## src/rtl/ser_pkg.sv

```systemverilog
// ser_pkg: shared types and constants for the word serializer.
//   ser_state_t       : serializer FSM state (IDLE, SHIFT)
//   SER_WIDTH_DEFAULT : default word width in bits
package ser_pkg;

    typedef enum logic {
        IDLE  = 1'b0,
        SHIFT = 1'b1
    } ser_state_t;

    localparam int SER_WIDTH_DEFAULT = 8;

endpackage

```

## src/rtl/ser_skid_buf.sv

```systemverilog
// ser_skid_buf: one-entry word holding register used to accept a word
// while the shifter is still busy with the previous one.
//   clk       in   clock, rising edge
//   rst       in   asynchronous active-low reset (clears full)
//   load      in   capture load_data, mark full
//   load_data in   word to capture
//   drain     in   entry consumed by the shifter, mark empty
//   data      out  stored word
//   full      out  entry holds a word
module ser_skid_buf
    import ser_pkg::*;
#(
    parameter int WIDTH = SER_WIDTH_DEFAULT
) (
    input  logic             clk,
    input  logic             rst,
    input  logic             load,
    input  logic [WIDTH-1:0] load_data,
    input  logic             drain,
    output logic [WIDTH-1:0] data,
    output logic             full
);

    // load and drain are mutually exclusive: a full buffer deasserts
    // in_ready, so no new word can arrive in the cycle it drains.
    always_ff @(posedge clk or negedge rst) begin
        if (!rst) begin
            full <= 1'b0;
        end else if (load) begin
            full <= 1'b1;
        end else if (drain) begin
            full <= 1'b0;
        end
    end

    // The payload is qualified by full, so it needs no reset.
    always_ff @(posedge clk) begin
        if (load) begin
            data <= load_data;
        end
    end

endmodule

```

## src/rtl/word_serializer.sv

```systemverilog
// word_serializer: parallel-to-serial front end for serial residue
// checkers. Accepts WIDTH-bit words over valid/ready and emits them
// MSB first, one bit per serial beat, with first/last-bit markers.
//   clk       in   clock, rising edge
//   rst       in   asynchronous active-low reset
//   in_data   in   word to serialize (MSB sent first)
//   in_valid  in   in_data valid
//   in_ready  out  word accepted when in_valid && in_ready
//   ser_bit   out  current serial bit (0 when ser_valid is low)
//   ser_valid out  ser_bit valid
//   ser_sof   out  ser_bit is the first bit of a word
//   ser_eof   out  ser_bit is the last bit of a word
//   ser_ready in   bit consumed when ser_valid && ser_ready
// Build option: define SER_SKID_EN to add a one-word skid buffer, which
// registers in_ready and removes the ser_ready -> in_ready path.
module word_serializer
    import ser_pkg::*;
#(
    parameter int WIDTH = SER_WIDTH_DEFAULT
) (
    input  logic             clk,
    input  logic             rst,
    input  logic [WIDTH-1:0] in_data,
    input  logic             in_valid,
    output logic             in_ready,
    output logic             ser_bit,
    output logic             ser_valid,
    output logic             ser_sof,
    output logic             ser_eof,
    input  logic             ser_ready
);

    localparam int              CW       = (WIDTH > 1) ? $clog2(WIDTH) : 1;
    localparam logic [CW-1:0]   CNT_LAST = CW'(WIDTH - 1);

    ser_state_t       state;
    ser_state_t       state_nxt;
    logic [WIDTH-1:0] sh;
    logic [CW-1:0]    cnt;

    logic             beat;
    logic             last_beat;
    logic             in_hs;
    logic             load_word;
    logic [WIDTH-1:0] load_data;

    assign beat      = (state == SHIFT) && ser_ready;
    assign last_beat = beat && (cnt == CNT_LAST);
    assign in_hs     = in_valid && in_ready;

`ifdef SER_SKID_EN
    logic             buf_full;
    logic [WIDTH-1:0] buf_data;
    logic             direct;
    logic             buf_load;
    logic             buf_drain;

    // A word goes straight to the shifter when the shifter is free this
    // cycle; otherwise it parks in the buffer until the last-bit beat.
    assign direct    = (state == IDLE) || last_beat;
    assign buf_load  = in_hs && !direct;
    assign buf_drain = last_beat && buf_full;
    assign load_word = buf_drain || (in_hs && direct);
    // A buffered word is always older than anything on in_data.
    assign load_data = buf_full ? buf_data : in_data;

    ser_skid_buf #(
        .WIDTH(WIDTH)
    ) u_skid (
        .clk      (clk),
        .rst      (rst),
        .load     (buf_load),
        .load_data(in_data),
        .drain    (buf_drain),
        .data     (buf_data),
        .full     (buf_full)
    );
`else
    assign load_word = in_hs;
    assign load_data = in_data;
`endif

    // State register
    always_ff @(posedge clk or negedge rst) begin
        if (!rst) begin
            state <= IDLE;
        end else begin
            state <= state_nxt;
        end
    end

    // Next-state logic
    always_comb begin
        state_nxt = state;
        case (state)
            IDLE:    if (load_word) state_nxt = SHIFT;
            SHIFT:   if (last_beat && !load_word) state_nxt = IDLE;
            default: state_nxt = IDLE;
        endcase
    end

    // Shift register and bit counter; both hold when no beat occurs.
    always_ff @(posedge clk or negedge rst) begin
        if (!rst) begin
            sh  <= '0;
            cnt <= '0;
        end else if (load_word) begin
            sh  <= load_data;
            cnt <= '0;
        end else if (last_beat) begin
            sh  <= '0;
            cnt <= '0;
        end else if (beat) begin
            sh  <= {sh[WIDTH-2:0], 1'b0};
            cnt <= cnt + 1'b1;
        end
    end

    // Outputs
    always_comb begin
        ser_valid = (state == SHIFT);
        ser_bit   = ser_valid && sh[WIDTH-1];
        ser_sof   = ser_valid && (cnt == '0);
        ser_eof   = ser_valid && (cnt == CNT_LAST);
`ifdef SER_SKID_EN
        in_ready  = rst && !buf_full;
`else
        in_ready  = rst && ((state == IDLE) || last_beat);
`endif
    end

endmodule

```

## config.mk

```make
export PLATFORM = sky130hd
export DESIGN_NAME = word_serializer
export DESIGN_NICKNAME = d
export VERILOG_FILES = /design/src/rtl/ser_pkg.sv /design/src/rtl/ser_skid_buf.sv /design/src/rtl/word_serializer.sv
export SDC_FILE = /design/constraint.sdc
export NUM_CORES = 1
export LEC_CHECK = 0
export ABC_AREA = 0
export CELL_PAD_IN_SITES_DETAIL_PLACEMENT = 0
export CELL_PAD_IN_SITES_GLOBAL_PLACEMENT = 1
export CORE_MARGIN = 2
export CORE_UTILIZATION = 36
export DETAILED_ROUTE_END_ITERATION = 12
export PLACE_DENSITY = 0.84
export SLEW_MARGIN = 10
export SYNTH_ARGS = -nofsm -noshare
export SYNTH_HDL_FRONTEND = slang
export SYNTH_SLANG_ARGS = --single-unit
```

## constraint.sdc

```tcl
create_clock -name clk -period 1.8 [get_ports clk]
set_input_delay 0.36 -clock clk [delete_from_list [all_inputs] [get_ports clk]]
set_output_delay 0.36 -clock clk [all_outputs]
set_load 0.02 [all_outputs]
```

# [Word-level counts from Yosys, hierarchy flattened]
# Cells that the tools add are included.
[totals] romBits=0 register_bits=12 in_bits=12 latchBits=0 ramBits=0 output_inout_bits=5 word_cells=27 n_memories=0
[op_classes] n_bitwise=1 n_shift=0 div=0 reduce_logical=12 n_mux=9 eq_ne=1 mul=0 n_addsub=1 order_cmp=0
[ops] op="$mux 8" count=3
[ops] op="$mux 3" count=3
[ops] op="$logic_and 1x1->1" count=8
[ops] op="$add 3x1->3 const B" count=1
[ops] op="$eq 3x3->1 const B" count=1
[ops] op="$logic_not 3->1" count=1
[ops] op="$reduce_bool 3->1" count=1
[ops] op="$mux 1" count=2
[ops] op="$pmux 1 s2" count=1
[ops] op="$logic_not 1->1" count=1
[ops] op="$logic_or 1x1->1" count=1
[ops] op="$not 1->1" count=1

# [Depth between registers and ports, before layout]
[logic_depth] depth_word=9 ltp_mapped=6 ltp_nobuf=5

# [Worst setup path after synthesis]
# Ideal clock, no wire load.
[synth_path] path_kind="reg-to-output" from="register cnt[0]" to="output port in_ready" slack_ns=0.274 path_buffers=0 t_arrival_ns=1.166 t_required_ns=1.440 path_stages_with_launch=5 cell_sequence="dfrtp_1 ha_1 ha_1 a21bo_1 and2_1"
[synth_between] elab_chain_len=4
[synth_rtl] item="start: declaration" line_no="word_serializer.sv:39" rtl="logic [CW-1:0] cnt;"
[synth_rtl] item="start signal: assignment" line_no="word_serializer.sv:115" rtl="cnt <= cnt + 1'b1;"
[synth_rtl] item="$eq 3x3->1" line_no="word_serializer.sv:48" rtl="assign last_beat = beat && (cnt == CNT_LAST);"
[synth_rtl] item="$logic_and 1x1->1" line_no="word_serializer.sv:48"
[synth_rtl] item="$logic_or 1x1->1" line_no="word_serializer.sv:128" rtl="in_ready = rst && ((state == IDLE) || last_beat);"
[synth_rtl] item="$logic_and 1x1->1" line_no="word_serializer.sv:128"
[synth_rtl] item="end: declaration" line_no="word_serializer.sv:25" rtl="output logic in_ready,"
# Every way passes these cells.

# [Worst setup path in the final report]
[layout_path] from="register cnt[1]" to="output port in_ready"
# Same word-level chain as after synthesis.

==> results.cfg <==
[cells_and_area]
utilization_pct = 53.6
syn2layout_area_growth_pct = 44.6
regArea_um2 = 300
multiInputGateArea_um2 = 357
finalNetCount = 114
diodes = 0
stdcell_area_um2 = 1030
finalNonFillerCells = 125
nFillCells = 192
drive_gt1_share_pct = 24.5

[logic_synthesis]
ys_top_cells_by_area = dfrtp_1, mux2i_1, and4b_1, inv_1, a21oi_1
syn-cell-area_um2 = 712
synth_area_per_cell_um2 = 10.0
synth.largest_area_cell = dfrtp_1
ys_warn_count = 0
syn-num-nets = 86
synth_cell_types = 16
yosys_register_bits = 12
synth_top_area_share_pct = 42.2
synthCells = 71
yosysSeqAreaShare_pct = 42.2

[setup_path]
crit_chain = ha_2, ha_4, a21bo_1, and2_4, buf_6
reg2regPathDepth = 7
crit_type = reg2out
cp_max_fo = 2
crit_path_end_kind = output port
required_ns = 1.44
cp-start-kind = flip-flop
max_stage_delay_ns = 0.39
cp.arrival_ns = 1.47
r2r_slack_ns = 0.23
cp_slowest_cell = dfrtp_1

[sta]
min_period_ns = 1.83
fin_ws_ns = -0.0251
fin_worst_skew_ns = 0.00325
worstMarginPinSlew_ns = 0.401
period_share_pct = 101
drv_slew = 0
fmax_ghz = 0.548
finalHoldViolCount = 0
finalSetupViolCount = 1
slew_headroom_pct = 73.2
rsz0062_at_grt = yes

[clock_network]
clk_latency_ns = 0.27
cts.path.max_buffers = 2
cts_tree = done
cts_made_buffers = 3
cts-root-buf = clkbuf_4
cts_max_level = 1
clkTransAtPathRegs_ns = 0.08
clock_sinks = 12

[pwr]
vdd_ir_drop_max_uv = 489
cellLeakagePower_nw = 0.519
powerDensity_nw_per_um2 = 1160

[grt]
track_usage_pct = 13.6
grt_pass1_vias = 550
grt_max_degree = 14
antenna_found_initial = 0
grt_overflow = 0
grt_pass1_wl_um = 2490

[drt]
vias = 591
drt_iter0_drc = 7
vias_per_cell = 4.73
ant_nets = 0
dr.pass1.iters = 4
wl_um = 1430
drc = 0
routedWlPerCell_um = 11.4

[outcome]
violations = negative setup slack
status = finished with violations

[floorplanning]
ioPinCount = 17
die-area_um2 = 2350
die_y_um = 48.5
num_rows = 16
initial_core_util_pct = 37.0
core_um2 = 1920
die_x_um = 48.5

[flow_run]
cap_violations = 0

[placement]
dp.cells = 119
gp_congestion = 0.714
numPortBuffers = 16
dp_slack_ns = -0.268
detailed_place_hpwl_um = 1040
place_area_um2 = 960

[hold_path]
worstHoldPathType = in2async
[registers in the layout (all words and copies together), names as in the netlist]
register and count:
sh 8, ser_valid 1, cnt 3
[placed cells by master, fill, tap and decap left out]
cell type,instances
buf_4,10
a21oi_1,8
clkbuf_4,3
nand2_1,6
buf_12,1
clkbuf_2,1
and4b_1,7
and2_4,2
clkdlybuf4s50_1,11
and2_1,1
mux2i_1,9
dfrtp_1,12
a21bo_1,1
nor2_1,2
clkbuf_8,1
ha_4,1
nor2b_4,1
and3b_1,1
ha_1,1
inv_1,11
buf_6,3
o32ai_1,1
ha_2,1
dlygate4sd2_1,2
nand4b_1,1
[report_power, final]
group	total, W	internal [W]	switching, W
logic	0.000567	0.000313	0.000254
registers	0.000416	0.000361	0.0000544
clock network	0.000215	0.000123	0.0000921
[path summary, 6_finish.rpt]
kind	to	from
worst max-delay path	in_ready	cnt[1]$_DFFE_PN0P_
worst max register to register	sh[2]$_DFFE_PN0P_	cnt[1]$_DFFE_PN0P_
worst min-delay path	sh[6]$_DFFE_PN0P_	rst
max in group asynchronous	cnt[0]$_DFFE_PN0P_	rst
worst min register to register	sh[0]$_DFFE_PN0P_	sh[0]$_DFFE_PN0P_
min in group clk	sh[0]$_DFFE_PN0P_	sh[0]$_DFFE_PN0P_
[routing by layer]
| layer | up-vias | track usage (%) | part of all wire, % | wire [um] |
|---|---|---|---|---|
| met3 | 0 | 2.16 | 3.4 | 49 |
| met5 | - | 0 | 0 | 0 |
| met4 | 0 | 4.29 | 0 | 0 |
| met1 | 287 | 16.7 | 45 | 647 |
| met2 | 12 | 24.3 | 51 | 734 |
| li1 | 292 | - | - | - |
[worst max-delay path, delay by kind of cell, from the launching register on]
kind	cells	cell delay, ns
compound gates	1	0.17
fa+ha+maj	2	0.36
buf+inv	1	0.12
flops	1	0.39
simple gates	1	0.15
[timing repair]
item | in CTS | in global routing
endpoints found under the setup margin | 5 | 3
resized for setup | 13 | 10
hold buffers | 0 | 0
pin swaps | 0 | 1
setup buffers | 0 | 2
[Yosys cell counts]
master,n
a21bo_1,1
a21oi_1,8
and2_1,3
and3b_1,1
and4b_1,7
buf_6,2
clkbuf_1,3
dfrtp_1,12
ha_1,3
inv_1,11
mux2i_1,9
nand2_1,6
nand4b_1,1
nor2_1,2
nor2b_4,1
o32ai_1,1
[through the flow]
| step | hold slack (ns) | power, W | setup TNS, ns |
|---|---|---|---|
| floorplan | 0.0644 | 0.000720 | 0 |
| global placement | 0.513 | 0.000953 | -0.480 |
| detailed placement | 0.520 | 0.000973 | -0.566 |
| CTS | 0.471 | 0.00117 | -0.124 |
| global route | 0.494 | 0.00129 | -0.0890 |
| finish | 0.476 | 0.00120 | -0.0251 |
[layout make-up]
| cell class | instances | area share [%] |
|---|---|---|
| multi-input cells | 43 | 34.6 |
| flip-flops and latches | 12 | 29.2 |
| repair buffers | 28 | 25.4 |
| inverters | 11 | 4.01 |
| clock buffers | 4 | 3.52 |
| well taps | 27 | 3.28 |
[kinds of logic after synthesis]
| kind of cell | count (synthesis) | share of synthesized area [%] |
|---|---|---|
| and+or+nand+nor | 21 | 21.1 |
| buffers and inverters | 16 | 10.5 |
| DFF | 12 | 42.2 |
| AOI/OAI and AO/OA | 10 | 8.26 |
| muxes | 9 | 12.7 |
| adders and majority gates | 3 | 5.27 |
Power figures use the tool's default switching activity.
